--- src/rtl/seg7_scanner.sv ---
// rtl/seg7_scanner.sv - time-multiplexed 4-digit common-anode 7-segment scanner
module seg7_scanner #(
   parameter int REFRESH_DIV  = 100000,
   parameter int BLANK_CYCLES = 1000,
   parameter bit LZ_BLANK     = 1'b1
) (
   input  logic        sysclk,
   input  logic        rst,
   input  logic [15:0] value,
   input  logic [3:0]  dp_mask,
   output logic [3:0]  an,
   output logic [7:0]  cat
);

   localparam int             CW       = (REFRESH_DIV > 1) ? $clog2(REFRESH_DIV) : 1;
   localparam logic [CW-1:0]  CNT_LAST = CW'(REFRESH_DIV - 1);
   localparam logic [31:0]    BLANK_U  = 32'(BLANK_CYCLES);

   logic [CW-1:0] cnt;
   logic [1:0]    idx;
   logic [15:0]   snap;
   logic          init;
   logic          slot_end;
   logic [3:0]    nib;
   logic          sup;
   logic          blanking;
   logic [3:0]    an_next;
   logic [7:0]    cat_next;

   // Active-low segment pattern {g,f,e,d,c,b,a} for one hex nibble.
   function automatic logic [6:0] seg7(input logic [3:0] n);
      logic [6:0] s;
      case (n)
         4'h0: s = 7'h40;
         4'h1: s = 7'h79;
         4'h2: s = 7'h24;
         4'h3: s = 7'h30;
         4'h4: s = 7'h19;
         4'h5: s = 7'h12;
         4'h6: s = 7'h02;
         4'h7: s = 7'h78;
         4'h8: s = 7'h00;
         4'h9: s = 7'h10;
         4'hA: s = 7'h08;
         4'hB: s = 7'h03;
         4'hC: s = 7'h46;
         4'hD: s = 7'h21;
         4'hE: s = 7'h06;
         default: s = 7'h0E;
      endcase
      return s;
   endfunction

   assign slot_end = (cnt == CNT_LAST);
   assign blanking = (32'(cnt) < BLANK_U);

   // Slot counter and digit index: each digit owns REFRESH_DIV cycles.
   always_ff @(posedge sysclk or negedge rst) begin
      if (!rst) begin
         cnt <= '0;
         idx <= 2'd0;
      end else if (slot_end) begin
         cnt <= '0;
         idx <= idx + 2'd1;
      end else begin
         cnt <= cnt + 1'b1;
      end
   end

   // Frame snapshot: taken on the first edge out of reset and at every frame wrap.
   always_ff @(posedge sysclk or negedge rst) begin
      if (!rst) begin
         snap <= 16'h0000;
         init <= 1'b1;
      end else begin
         init <= 1'b0;
         if (init || (slot_end && idx == 2'd3)) begin
            snap <= value;
         end
      end
   end

   // Decode the current slot into the next anode/cathode pattern.
   always_comb begin
      nib      = 4'h0;
      sup      = 1'b0;
      an_next  = 4'hF;
      cat_next = 8'hFF;
      case (idx)
         2'd0:    nib = snap[3:0];
         2'd1:    nib = snap[7:4];
         2'd2:    nib = snap[11:8];
         default: nib = snap[15:12];
      endcase
      if (LZ_BLANK) begin
         case (idx)
            2'd3:    sup = (snap[15:12] == 4'h0);
            2'd2:    sup = (snap[15:8] == 8'h00);
            2'd1:    sup = (snap[15:4] == 12'h000);
            default: sup = 1'b0;
         endcase
      end
      if (!blanking) begin
         if (!sup) begin
            an_next  = ~(4'b0001 << idx);
            cat_next = {~dp_mask[idx], seg7(nib)};
         end else if (dp_mask[idx]) begin
            // A suppressed digit keeps its decimal point visible.
            an_next  = ~(4'b0001 << idx);
            cat_next = 8'h7F;
         end
      end
   end

   // Registered outputs so the anode bus is glitch-free and single-hot.
   always_ff @(posedge sysclk or negedge rst) begin
      if (!rst) begin
         an  <= 4'hF;
         cat <= 8'hFF;
      end else begin
         an  <= an_next;
         cat <= cat_next;
      end
   end

endmodule
--- config.mk ---
export PLATFORM = sky130hd
export DESIGN_NAME = seg7_scanner
export DESIGN_NICKNAME = d
export VERILOG_FILES = /design/src/rtl/seg7_scanner.sv
export SDC_FILE = /design/constraint.sdc
export NUM_CORES = 1
export LEC_CHECK = 0
export CORE_AREA = 3 3 96 98
export DETAILED_ROUTE_END_ITERATION = 10
export DIE_AREA = 0 0 99 101
export PLACE_DENSITY = 0.44
export SYNTH_ARGS = -nofsm -noshare
export SYNTH_HDL_FRONTEND = slang
export SYNTH_SLANG_ARGS = --single-unit
--- constraint.sdc ---
create_clock -name sysclk -period 5.2 [get_ports sysclk]
set_input_delay 0.52 -clock sysclk [delete_from_list [all_inputs] [get_ports sysclk]]
set_output_delay 0.52 -clock sysclk [all_outputs]
set_load 0.02 [all_outputs]
# [Yosys cells after proc, flatten, opt, wreduce, memory -nomap -nowiden]
# Memories as Yosys holds them, arrays and structs flattened.
# Cells that the tools add are included.
[totals] register_bits=48 in_bits=22 mem_bits_rw=0 latch_bits=0 mem_count=1 romBits=112 elab_cells=35 out_inout_bits=12
[op_classes] muxes=11 n_eq_ne=4 div=0 n_bitwise=2 magnitude_cmp=2 reduce_logical=6 n_shift=1 multipliers=0 addsub=2
[memory_table] memory="(name not given)" words=16 width=7 read_ports=1 rd_clocked_by_memory_dff=0 wr=0 line="33" source="case (n)"
[op_table] operator="$mux W8" n=3
[op_table] operator="$add A17 B1 Y17 const B" n=1
[op_table] operator="$eq A17 B17 Y1 const B" n=1
[op_table] operator="$lt A17 B10 Y1 const B" n=1
[op_table] operator="$mux W17" n=1
[op_table] operator="$logic_not A12 Y1" n=1
[op_table] operator="$mux W4" n=3
[op_table] operator="$pmux W4 S3" n=1
[op_table] operator="$logic_not A8 Y1" n=1
[op_table] operator="$eq A2 B2 Y1 const B" n=2
[op_table] operator="$logic_not A4 Y1" n=1
[op_table] operator="$not A4 Y4" n=1
[op_table] operator="$shl A1 B2 Y4 const A" n=1
[op_table] operator="$lt A2 B3 Y1 const B" n=1
[op_table] operator="$pmux W1 S3" n=1
[op_table] operator="$add A2 B1 Y2 const B" n=1
[op_table] operator="$bmux W1 S2" n=1
[op_table] operator="$eq A2 B1 Y1 const B" n=1
[op_table] operator="$logic_not A2 Y1" n=1
[op_table] operator="$logic_and A1 B1 Y1" n=1
[op_table] operator="$logic_or A1 B1 Y1" n=1
[op_table] operator="$mux W1" n=1
[op_table] operator="$not A1 Y1" n=1

# [Logic depth before layout (Yosys ltp)]
[logic_depth] word_depth=5 ltp_mapped=10 depth_no_buf=10

# [Worst setup path before layout]
# No wires, ideal clock.
[synth_path] path_kind="register to register" from="register idx[0]" to="register cat[3]" synth_period_minus_slack_ns=2.325 path_buffers=0 stages_incl_launch_ff=10 path_slack_ns=2.875 required_ns=5.110 setup_time_ns=0.090 arrival_ns=2.235 cell_sequence="dfrtp_1 -> inv_1 -> ha_1 -> a222oi_1 -> a21oi_1 -> inv_1 -> ha_1 -> inv_1 -> mux4_2 -> nand2b_1"
[synth_via] elab_chain_cells=5 elab_cells_between_ends=9 cone_classes="3 x eq/ne; 4 x mux; 1 x reduce/logical; 1 x memory"
[synth_lines] item="start: declaration" line="20" source="logic [1:0] idx;"
[synth_lines] item="start signal: assignment" line="64" source="idx <= idx + 2'd1;"
[synth_lines] item="$eq A2 B2 Y1 (tied with other cells)" line="89, 96"
[synth_lines] item="$pmux W4 S3" line="89" source="case (idx)"
[synth_lines] item="$mem_v2 Z16 W7"
[synth_lines] item="$mux W8 *" line="104" source="if (!sup) begin"
[synth_lines] item="$mux W8 *" line="103" source="if (!blanking) begin"
[synth_lines] item="named net cat_next[3]" line="28" source="logic [7:0] cat_next;"
[synth_lines] item="end signal: assignment" line="122" source="cat <= cat_next;"
[synth_lines] item="end: declaration" line="12" source="output logic [7:0] cat"
# Mark *: on every way through the listed nets, which the timed path passes. The rest lies on a longest branch.
# A chain may end at the register's enable or synchronous reset.

# [Final worst setup path]
[layout_path] from="register idx[1]" to="register cat[0]"
# The elaborated chain is that of the path after synthesis.

==> flow_summary.ini <==
[run_status]
status = finished, final reports clean

[final_layout]
antennaDiodeCount = 0
fillers = 850
final_layout_size_suffix_gt1_frac = 0.186
net_count_reported_at_finish = 293
mostFrequentLayoutCell = dfrtp_1
layout.cells.most_common_list = dfrtp_1 (35), clkdlybuf4s50_1 (32), mux2_2 (19)
p_r_area_growth_vs_syn_pct = 23.9

[run]
maxCapViolCount = 0

[worst_setup_path]
cpMaxStageDelayCell = dfrtp_1
critical_path.reg2reg.startpoint = idx[1]
cp_capture_type = flip-flop
worstReg2RegEnd = cat[0]
crit_path_cell_trace = ha_1, inv_1, a21oi_1, inv_1, ha_1, and2b_1, a2111oi_0, o21ai_0
max_fo_critical_path = 8
worst_setup_path_start_kind = flip-flop
critical_path_class = flip-flop to flip-flop
worst_ep_required_time_ns = 5.40
number_of_cells_on_the_worst_reg_to_reg_path = 8
setup.reg_to_reg.worst_slack_ns = 2.43
crit_path_largest_cell_delay_ns = 0.48
cp_data_arrival_time_ns = 2.97

[clock_tree]
root_buffer = clkbuf_8
tritoncts_clock_tree = done
clock_latency_on_the_worst_skew_pair_ns = 0.30
clkSinkCount = 48
clkSlewWorstSetupHoldPaths_ns = 0.10
htree_num_levels = 2
cts-buffers-inserted = 5
post_cts.repair.setup_buffers = 0
post_cts.resized_instances = 0
cts_hold_repair.buffers = 0
clockBufferDepth = 2

[timing]
timing.final.crit_share = 0.532
timing.final.ws_setup_ns = 2.43
timing.clock.skew_ns = 0.0103
drv_slew = 0
slew_headroom = 0.385
max_freq_ghz = 0.361
hold_vio_cnt_final = 0
worstMarginPinSlew_ns = 0.922
post-route-min-period_ns = 2.77
setup_violations = 0
fin_setup_tns_ns = 0
grt_setup_unrepaired = false

[floorplanning]
row_count = 34
die-height_microns = 101
start_util = 0.295
die-width_microns = 99
core_area_sq_mm = 0.00855
io_pins = 34
dieArea_sq_mm = 0.0100

[synthesis]
post_synth_instance_area_sq_mm = 0.00252
syn_inst = 221
synthDistinctLibCells = 45
syn-num-nets = 257
synth_async_sr_flop_share = 1.00
postSynthAreaPerCell_sq_um = 11.4
synth_edf_count = 0
yosys_register_bits = 48
ys.warnings.count = 0
yosysSeqAreaShare = 0.482
yosys_most_used_dff = dfrtp_1

[pwr]
pwr_density_cell_mw_per_mm2 = 274
p_leak_nw = 1.27
design_power_total_mw = 0.856
vdd_drop_max_mv = 0.102

[worst_hold_path]
hp-class = input port to asynchronous set/reset pin

[global_routing]
groute.usage.overall = 0.112
grt_antenna_before_repair = 0
globalRouteOverflowTotal = 0
number_of_global_route_vias_before_repair = 1788
grt_start_max_net_pins = 49
grt_first_pass_wirelength_microns = 8920

[detailed_routing]
detail_route.vias_per_cell = 4.86
totalWireLength_microns = 5300
wl_per_cell_microns = 14.5
number_of_design_rule_violations_left_after_detail_routing = 0
route.vias.total = 1778
initialDrtViolationCount = 53
antenna_left = 0
initial_drt_pass_iterations = 4

[place]
io_buffers = 33
finalWeightedCongestion = 0.788
post-place-ws_ns = 2.43
dp.final_hpwl_microns = 3950
## sequential cells by signal (all words and copies together), names as in the netlist
name / cells
idx: 2
an: 4
cnt: 17
snap: 16
init: 1
cat: 8
## stage by stage
| stage | instance area [sq um] | hold WS, ns | instances | utilization |
|---|---|---|---|---|
| 2_1_floorplan | 2520 | 0.224 | 221 | - |
| 3_3_place_gp | 2970 | 0.471 | 358 | 0.347 |
| 3_5_place_dp | 2970 | 0.479 | 358 | 0.347 |
| 4_1_cts | 3130 | 0.329 | 366 | 0.366 |
| 5_1_grt | 3130 | 0.362 | 366 | 0.366 |
| 6_report | 3130 | 0.306 | 366 | 0.366 |
## Yosys cell counts, drive strengths merged, types with 2 or more instances
master / number / area share
a222oi: 4 / 0.016
and4: 2 / 0.0069
and2: 4 / 0.0099
dfstp: 13 / 0.14
or3: 2 / 0.0050
o211ai: 6 / 0.018
and3: 2 / 0.0050
xor2: 4 / 0.014
a21oi: 7 / 0.015
a21boi: 3 / 0.0089
ha: 14 / 0.069
nand3: 10 / 0.020
nor2b: 4 / 0.0099
inv: 7 / 0.010
mux4: 2 / 0.018
mux2: 19 / 0.085
nor4: 4 / 0.0099
mux2i: 6 / 0.024
dfrtp: 35 / 0.35
o22ai: 2 / 0.0050
nor3: 5 / 0.0099
xnor2: 10 / 0.035
clkbuf: 3 / 0.0050
nand2: 14 / 0.021
nor2: 11 / 0.016
o21ai: 5 / 0.0099
buf: 3 / 0.0069
nand4: 5 / 0.012
nand2b: 3 / 0.0074
## routing by layer
layer / up-vias / wire, microns / GRT usage
met1: 874 / 2430 / 0.145
met4: 0 / 68 / 0.0347
met2: 31 / 2650 / 0.188
met3: 7 / 149 / 0.0228
met5: - / 0 / 0
li1: 866 / - / -
## power breakdown
group          total, mW  internal [mW]  switching [mW]  leakage (nW)
Sequential         0.400          0.387          0.0132         0.574
Combinational     0.0871         0.0476          0.0395         0.614
Clock              0.369          0.240           0.129        0.0784
## layout make-up
type,count,area [sq um],share of cell area
clock buffers,5,68.8,0.0220
flip-flops and latches,48,1220,0.389
multi-input cells,160,1250,0.400
repair buffers,35,340,0.109
well taps,108,135,0.0432
clock inverters,3,90.1,0.0288
inverters,7,26.3,0.00840
## worst max-delay path: cells and delay by family (launching register included)
family / cells / cell delay (ns)
flops: 1 / 0.48
compound gates: 3 / 0.90
simple gates: 1 / 0.19
buf+inv: 2 / 0.37
fa+ha+maj: 2 / 0.73
## worst max path at each step
stage,start,to,depth (start not counted)
after floorplan,idx[0],cat[3],9
after global placement,idx[1],cat[0],8
after detailed placement,idx[1],cat[0],8
after CTS,idx[1],cat[0],8
after global routing,idx[1],cat[0],8
final,idx[1],cat[0],8
## logic make-up after synthesis
| family | share of synthesized area |
|---|---|
| compound gates | 0.101 |
| xor+xnor | 0.0486 |
| fa+ha+maj | 0.0694 |
| buf+inv | 0.0223 |
| flops | 0.482 |
| mux | 0.126 |
| other cells | 0.00149 |
| simple gates | 0.148 |
Power figures use the tool's default switching activity.
